**src/rtl/multicycle_controller.sv**
```systemverilog
// Multicycle ARM control unit: latches nothing but state and NZCV flags,
// decodes the current instruction fields and sequences the shared datapath.
module multicycle_controller #(
  parameter logic [3:0]  PC_REG  = 4'd15,
  parameter int unsigned STATE_W = 4
) (
  input  logic               clk,
  input  logic               reset,
  input  logic [11:0]        ToControler,
  input  logic [3:0]         Rd,
  input  logic [3:0]         Flags,
  output logic               PCWrite,
  output logic               AdrSrc,
  output logic               MemWrite,
  output logic               IRWrite,
  output logic [1:0]         ResultSrc,
  output logic               ALUSrcA,
  output logic [1:0]         ALUSrcB,
  output logic [3:0]         ALUControl,
  output logic [1:0]         RegSrc,
  output logic [1:0]         ImmSrc,
  output logic               RegWrite,
  output logic               illegal,
  output logic [STATE_W-1:0] state_dbg
);

  typedef enum logic [STATE_W-1:0] {
    FETCH  = STATE_W'(0),
    DECODE = STATE_W'(1),
    MEMADR = STATE_W'(2),
    MEMRD  = STATE_W'(3),
    MEMWB  = STATE_W'(4),
    MEMWR  = STATE_W'(5),
    EXECR  = STATE_W'(6),
    EXECI  = STATE_W'(7),
    ALUWB  = STATE_W'(8),
    BRANCH = STATE_W'(9)
  } state_t;

  typedef enum logic [3:0] {
    ALU_ADD = 4'b0000,
    ALU_SUB = 4'b0001,
    ALU_AND = 4'b0010,
    ALU_ORR = 4'b0011,
    ALU_EOR = 4'b0100
  } alu_t;

  state_t     state_q, state_d;
  logic [3:0] flags_q, flags_d;  // {N,Z,C,V}

  logic [3:0] cond;
  logic [1:0] op;
  logic       funct_i;
  logic [3:0] cmd;
  logic       funct_s;

  assign cond    = ToControler[11:8];
  assign op      = ToControler[7:6];
  assign funct_i = ToControler[5];
  assign cmd     = ToControler[4:1];
  assign funct_s = ToControler[0];

  // Condition-code evaluation against the architectural flags.
  function automatic logic cond_ex(input logic [3:0] c, input logic [3:0] f);
    logic n, z, cf, v;
    {n, z, cf, v} = f;
    case (c)
      4'b0000: cond_ex = z;
      4'b0001: cond_ex = !z;
      4'b0010: cond_ex = cf;
      4'b0011: cond_ex = !cf;
      4'b0100: cond_ex = n;
      4'b0101: cond_ex = !n;
      4'b0110: cond_ex = v;
      4'b0111: cond_ex = !v;
      4'b1000: cond_ex = cf && !z;
      4'b1001: cond_ex = !cf || z;
      4'b1010: cond_ex = (n == v);
      4'b1011: cond_ex = (n != v);
      4'b1100: cond_ex = !z && (n == v);
      4'b1101: cond_ex = z || (n != v);
      4'b1110: cond_ex = 1'b1;
      default: cond_ex = 1'b0;
    endcase
  endfunction

  logic cond_ok;
  assign cond_ok = cond_ex(cond, flags_q);

  // Data-processing command decode: ALU operation, logic-op and compare tags.
  alu_t dp_alu;
  logic dp_logic;
  logic dp_cmp;
  always_comb begin
    dp_alu   = ALU_ADD;
    dp_logic = 1'b0;
    dp_cmp   = 1'b0;
    case (cmd)
      4'b0100: dp_alu = ALU_ADD;
      4'b0010: dp_alu = ALU_SUB;
      4'b1010: begin
        dp_alu = ALU_SUB;
        dp_cmp = 1'b1;
      end
      4'b0000: begin
        dp_alu   = ALU_AND;
        dp_logic = 1'b1;
      end
      4'b1100: begin
        dp_alu   = ALU_ORR;
        dp_logic = 1'b1;
      end
      4'b0001: begin
        dp_alu   = ALU_EOR;
        dp_logic = 1'b1;
      end
      default: dp_alu = ALU_ADD;
    endcase
  end

  // State and flag registers with synchronous active-low reset.
  always_ff @(posedge clk) begin
    if (!reset) begin
      state_q <= FETCH;
      flags_q <= '0;
    end else begin
      state_q <= state_d;
      flags_q <= flags_d;
    end
  end

  // Flag update: only on the execute edge, when S is set or the command is CMP.
  always_comb begin
    flags_d = flags_q;
    if ((state_q == EXECR || state_q == EXECI) && (funct_s || dp_cmp)) begin
      if (dp_logic) flags_d = {Flags[3:2], flags_q[1:0]};
      else          flags_d = Flags;
    end
  end

  // Next state and per-state control outputs; everything stays idle while reset is low.
  always_comb begin
    state_d    = FETCH;
    PCWrite    = 1'b0;
    AdrSrc     = 1'b0;
    MemWrite   = 1'b0;
    IRWrite    = 1'b0;
    ResultSrc  = 2'b00;
    ALUSrcA    = 1'b0;
    ALUSrcB    = 2'b00;
    ALUControl = ALU_ADD;
    RegSrc     = 2'b00;
    RegWrite   = 1'b0;
    illegal    = 1'b0;
    if (reset) begin
      case (state_q)
        FETCH: begin
          IRWrite   = 1'b1;
          ALUSrcA   = 1'b1;
          ALUSrcB   = 2'b10;
          ResultSrc = 2'b10;
          PCWrite   = 1'b1;
          state_d   = DECODE;
        end
        DECODE: begin
          ALUSrcA = 1'b1;
          ALUSrcB = 2'b10;
          illegal = (op == 2'b11);
          if (!cond_ok || op == 2'b11) state_d = FETCH;
          else if (op == 2'b00)        state_d = funct_i ? EXECI : EXECR;
          else if (op == 2'b01)        state_d = MEMADR;
          else                         state_d = BRANCH;
        end
        MEMADR: begin
          ALUSrcB = 2'b01;
          state_d = funct_s ? MEMRD : MEMWR;
        end
        MEMRD: begin
          AdrSrc  = 1'b1;
          state_d = MEMWB;
        end
        MEMWB: begin
          ResultSrc = 2'b01;
          RegWrite  = 1'b1;
          PCWrite   = (Rd == PC_REG);
          state_d   = FETCH;
        end
        MEMWR: begin
          AdrSrc   = 1'b1;
          MemWrite = 1'b1;
          RegSrc   = 2'b10;
          state_d  = FETCH;
        end
        EXECR, EXECI: begin
          ALUSrcB    = (state_q == EXECI) ? 2'b01 : 2'b00;
          ALUControl = dp_alu;
          state_d    = dp_cmp ? FETCH : ALUWB;
        end
        ALUWB: begin
          if (Rd == PC_REG) PCWrite  = 1'b1;
          else              RegWrite = 1'b1;
          state_d = FETCH;
        end
        BRANCH: begin
          RegSrc    = 2'b01;
          ALUSrcB   = 2'b01;
          ResultSrc = 2'b10;
          PCWrite   = 1'b1;
          state_d   = FETCH;
        end
        default: state_d = FETCH;
      endcase
    end
  end

  assign ImmSrc    = op;
  assign state_dbg = state_q;

endmodule
```
**config.mk**
```make
export PLATFORM = sky130hd
export DESIGN_NAME = multicycle_controller
export DESIGN_NICKNAME = d
export VERILOG_FILES = /design/src/rtl/multicycle_controller.sv
export SDC_FILE = /design/constraint.sdc
export NUM_CORES = 1
export LEC_CHECK = 0
export CAP_MARGIN = 40
export CORE_UTILIZATION = 39
export CTS_CLUSTER_SIZE = 24
export DETAILED_ROUTE_END_ITERATION = 7
export GPL_ROUTABILITY_DRIVEN = 0
export MAX_ROUTING_LAYER = met4
export PLACE_DENSITY = 0.88
export SYNTH_ARGS = -nofsm -noshare
export SYNTH_HDL_FRONTEND = slang
export SYNTH_SLANG_ARGS = --single-unit
```
**constraint.sdc**
```tcl
create_clock -name clk -period 1.98 [get_ports clk]
set_clock_uncertainty 0.15 [all_clocks]
set_input_delay 0.396 -clock clk [delete_from_list [all_inputs] [get_ports clk]]
set_output_delay 0.396 -clock clk [all_outputs]
set_load 0.01 [all_outputs]
```
# After elaboration in Yosys (flattened, before gate mapping)
# Cells that the tools add are included.
dict set report classes {
  n_div 0
  bitwise 1
  n_eq_ne 32
  mul 0
  n_mux 36
  n_reduce_logical 25
  n_lt_le_gt_ge 0
  shifts 0
  add_sub_neg 0
}
# operator n
set ops {}
lappend ops {{equality test 4 bit, second input constant} 12}
lappend ops {{equality test 4 x 3 -> 1 bit, second input constant} 8}
lappend ops {{two-way mux 4 bit} 6}
lappend ops {{equality test 4 x 2 -> 1 bit, second input constant} 5}
lappend ops {{case mux 4 bit (5 select lines)} 1}
lappend ops {{two-way mux 1 bit} 18}
lappend ops {{case mux 1 bit (15 select lines)} 1}
lappend ops {{equality test 4 x 1 -> 1 bit, second input constant} 3}
lappend ops {{zero test 4 bit} 3}
lappend ops {{case mux 3 bit (4 select lines)} 1}
lappend ops {{OR reduction 2 bit} 6}
lappend ops {{case mux 2 bit (2 select lines)} 2}
lappend ops {{two-way mux 2 bit} 3}
lappend ops {{case mux 2 bit (3 select lines)} 1}
lappend ops {{zero test 1 bit} 5}
lappend ops {{logical OR 1 bit} 5}
lappend ops {{logical AND 1 bit} 3}
lappend ops {{two-way mux 3 bit} 1}
lappend ops {{case mux 1 bit (3 select lines)} 1}
lappend ops {{OR reduction 3 bit} 1}
lappend ops {{equality test 2 x 1 -> 1 bit, second input constant} 1}
lappend ops {{equality test 2 bit, second input constant} 1}
lappend ops {{zero test 2 bit} 1}
lappend ops {{case mux 1 bit (2 select lines)} 1}
lappend ops {{other kinds (4)} 4}
dict set report word_totals {
  romBits 0
  ramBits 0
  elab_cells 97
  mem_count 0
  register_bits 8
  latchBits 0
  input_bits 22
  out_inout_bits 23
}

# Longest topological paths before layout
# Gate-level depths: netlist of run 1.
dict set report logic_depth {
  word_depth 7
  depth_mapped 6
  mapped_depth_nobuf 5
}

# Worst setup path after synthesis of run 1
# No wires, ideal clock.
dict set report synth_path {
  path_type {reg-to-output}
  start {register state_q[2], in the netlist state_dbg[2]}
  end {output port ALUControl[1]}
  arrival_ps 1495
  path_buffers 1
  path_slack_ps -61
  t_required_ps 1434
  path_stages_with_launch 5
  cell_sequence {dfxtp_1 > buf_2 > nor2b_1 > nand3_1 > a2111oi_0}
}
dict set report synth_via {
  elab_chain_len 4
}
# item line_no
set synth_rtl {}
lappend synth_rtl {{start, declared} 48} ;# state_t state_q, state_d;
lappend synth_rtl {{start signal, assigned} 127} ;# state_q <= state_d;
lappend synth_rtl {{equality test 4 x 3 -> 1 bit} 156} ;# case (state_q)
lappend synth_rtl {{OR reduction 2 bit (*)} 156}
lappend synth_rtl {{two-way mux 4 bit (*)} 156}
lappend synth_rtl {{two-way mux 4 bit (*)} 155} ;# if (reset) begin
lappend synth_rtl {{end, declared} 19} ;# output logic [3:0] ALUControl,
# Every way passes the cells marked *; elsewhere a longest branch is shown, timed or not.

# Worst setup path in the final report of run 1
dict set report layout_path {
  start {register state_q[2], in the netlist state_dbg[2]}
  end {output port ALUSrcB[0]}
}
dict set report layout_via {
  elab_chain_len 4
}
# item line_no
set layout_rtl {}
lappend layout_rtl {{equality test 4 x 3 -> 1 bit, or another cell as far along} {156, 195}}
lappend layout_rtl {{two-way mux 1 bit, or another cell as far along} 195} ;# ALUSrcB = (state_q == EXECI) ? 2'b01 : 2'b00;
lappend layout_rtl {{case mux 2 bit (3 select lines) (*)} 156}
lappend layout_rtl {{two-way mux 2 bit (*)} 155}
lappend layout_rtl {{end, declared} 18} ;# output logic [1:0] ALUSrcB,
# Marked as above.

==> impl_metrics.csv, run 1 <==
group,metric,value,unit
floorplanning,dieArea,0.00245,mm^2
synth,synth_seq_area_share,18.2,%
drt,drc,0,
min_path,hp-start,"ToControler[7]",
timing,max_clock_freq,501,MHz
timing,holdWs,0.359,ns
worst_setup_path,r2r_setup_slack,0.10,ns
synth,yosysWarnings,0,
worst_setup_path,worst-setup-path-type,"reg2out",
flow_run,maxCapViolCount,0,
timing,drv_slew,0,
status,outcome,"complete, but fails checks",
global_route,grt_overflow_total,0,
cts,insertion_delay,0.27,ns
cts,htreeDepth,1,
timing,fin_crit,2.00,ns
power_and_ir_drop,p_leak,0.733,nW
timing,final-setup-viol-count,1,
timing,worst_slack,-0.0157,ns
power_and_ir_drop,p_per_area,357,mW/mm^2
synth,ys_async_sr_fraction,0,%
cts,clkTransAtPathRegs,0.06,ns
cts,root_buffer,"clkbuf_4",
cts,clockBufferDepth,2,
min_path,holdPathEnd,"state_dbg[2]",
synth,synth_edf_count,0,
drt,viasPerCell,5.46,
worst_setup_path,end_kind,"primary output",
timing,rsz0062_at_grt,"true",
cts,cts_tree,"yes",
worst_setup_path,r2r_start,"flags_q[0]",
drt,vias,1158,
synth,synth-main-ff-cell,"dfxtp_1",
worst_setup_path,cp.arrival,1.45,ns
worst_setup_path,required,1.43,ns
synth,synth_cell_types,46,
global_route,grt_antenna_before_repair,0,
global_route,grt_pass1_vias,1165,
min_path,holdPathStages,3,
worst_setup_path,cp-start-kind,"register",
cts,post-cts-setup-buffers,0,
drt,first_iter_violations,18,
floorplanning,rows,16,
worst_setup_path,path_max_fanout,2,
cts,cts_buffers,3,
global_route,grt_pass1_wl,5130,um
timing,period_share,101,%
synth,synth_nets,142,
cts,cts_hold_buf,0,
status,violations,"negative setup slack",
synth,syn_area_per_cell,7.34,um^2
cts,cts.sink_count,8,
floorplanning,ioPinCount,45,
drt,wirelength,3110,um
finish,nets,209,
synth,synth_seq_cells,8,
synth,synth_area,881,um^2
drt,antenna_left,0,
worst_setup_path,reg2reg_to,"state_dbg[3]",
global_route,grt_use_total,27.7,%
floorplanning,start_util,43.1,%
floorplanning,fp.dieW,49.5,um
placed_design,hpwl,2440,um
placed_design,port_buffers,43,
finish,diodes,0,
finish,drive_above_1_share,38.9,%
worst_setup_path,worstRegToRegCells,6,
min_path,hold_class,"in2reg",
floorplanning,core,0.00204,mm^2
finish,post-route-util,76.8,%
power_and_ir_drop,ir_drop,0.000306,V
finish,syn_to_final_growth,78.1,%
drt,drt-pass1-iter-count,4,
global_route,grt_max_degree,11,
floorplanning,dieHeight,49.5,um
timing,final_hold_viol_count,0,
synth,syn_inst,120,
drt,routedWlPerCell,14.7,um
stage by stage:
| step | TNS (ns) | instance area (um^2) | worst slack, ns | instances | total power [mW] |
|---|---|---|---|---|---|
| 2_1_floorplan | 0 | 882 | 0.0537 | 120 | 0.272 |
| 3_3_place_gp | -9.93 | 1500 | -0.629 | 209 | 0.415 |
| 3_5_place_dp | -11.66 | 1500 | -0.694 | 209 | 0.423 |
| 4_1_cts | -0.120 | 1550 | -0.120 | 212 | 0.551 |
| 5_1_grt | -0.0736 | 1570 | -0.0472 | 212 | 0.583 |
| 6_report | -0.0157 | 1570 | -0.0157 | 212 | 0.560 |
power breakdown:
group | leakage [nW] | internal, mW | total [mW] | switching [mW]
combinational | 0.653 | 0.134 | 0.249 | 0.115
sequential | 0.0663 | 0.167 | 0.175 | 0.00829
clock | 0.0138 | 0.0700 | 0.135 | 0.0653
total | 0.733 | 0.371 | 0.560 | 0.188
critical path, stage by stage, from the launching register on:
cell and delay (ns):
dfxtp_2 0.34, nor2b_4 0.16, buf_4 0.14, nand2_1 0.07, o21ai_1 0.10, a22oi_1 0.09
nor2b_1 0.12, buf_2 0.15
layout make-up:
| type | count | area, um^2 |
|---|---|---|
| Tap cell | 27 | 33.8 |
| Timing Repair Buffer | 74 | 592 |
| Multi-Input combinational cell | 91 | 723 |
| Sequential cell | 8 | 164 |
| Inverter | 9 | 33.8 |
| Fill cell | 157 | 473 |
| Clock buffer | 3 | 22.5 |
metal layers:
| metal | global-route usage (%) | routed length [um] | up-vias |
|---|---|---|---|
| met4 | 9.52 | 53 | 0 |
| met3 | 3.70 | 103 | 5 |
| li1 | - | - | 566 |
| met1 | 29.4 | 1280 | 553 |
| met2 | 51.8 | 1680 | 34 |
| met5 | - | 0 | - |
flip-flops by register name (all words and copies together), names as in the netlist:
signal and cells:
state_dbg 4, flags_q 4
cells in the final DEF, fill, tap and decap left out, types with 2 or more instances in the layout:
master	count
buf_4	29
clkdlybuf4s50_1	13
dlygate4sd2_1	12
nand2_1	10
inv_1	9
buf_2	8
nor2b_1	7
nor2_1	6
clkbuf_2	6
mux2i_1	5
dfxtp_1	5
nand2b_1	3
nor3_2	3
o22ai_1	3
o21bai_1	3
a21oi_1	3
clkbuf_4	3
dfxtp_2	3
nor2b_4	2
o21ai_1	2
nand4_1	2
nand3b_1	2
a31oi_1	2
o2111ai_1	2
a22o_1	2
and4bb_1	2
dlymetal6s2s_1	2
buf_6	2
timing repair:
item / 4_1_cts / 5_1_grt
endpoints found under the hold margin: 0 / 0
pin swaps: 5 / 6
endpoints found under the setup margin: 23 / 20
resized for setup: 73 / 28
gates cloned: 0 / 0
synthesized netlist by cell type, drive strengths merged, types with 3 or more instances:
| cell type | instances | area, um^2 |
|---|---|---|
| clkbuf | 3 | 11.3 |
| o21ai | 3 | 15.0 |
| nor2b | 9 | 56.3 |
| o21bai | 3 | 22.5 |
| dfxtp | 8 | 160 |
| inv | 9 | 33.8 |
| nor4 | 3 | 18.8 |
| buf | 9 | 70.1 |
| o22ai | 3 | 18.8 |
| nor2 | 7 | 26.3 |
| nand2b | 3 | 18.8 |
| nand2 | 11 | 41.3 |
| a21oi | 4 | 20.0 |
| nor3 | 4 | 20.0 |
| mux2i | 5 | 50.1 |
worst max path at each step:
| stage | start | cells after the start | end |
|---|---|---|---|
| global placement | reset | 6 | PCWrite |
| global route | state_dbg[2] | 7 | ALUSrcB[0] |
| detailed placement | reset | 6 | PCWrite |
| floorplan | state_dbg[2] | 4 | ALUControl[1] |
| CTS | state_dbg[2] | 7 | ALUSrcB[0] |
| finish | state_dbg[2] | 7 | ALUSrcB[0] |
logic make-up after synthesis:
logic type	synth area share, %
multiplexers	6.96
other	0.426
AO/OA/AOI/OAI	23.6
flip-flops	18.2
XOR/XNOR	0.994
buffers and inverters	13.1
AND/OR/NAND/NOR	36.8
(Power assumes the default switching activity.)
==> run 2: changes to the inputs <==
Settings changed: HOLD_SLACK_MARGIN from default to 0.12.
==> results of run 2 <==
Same layout as run 1: the final DEF is identical, and so are final timing and power.
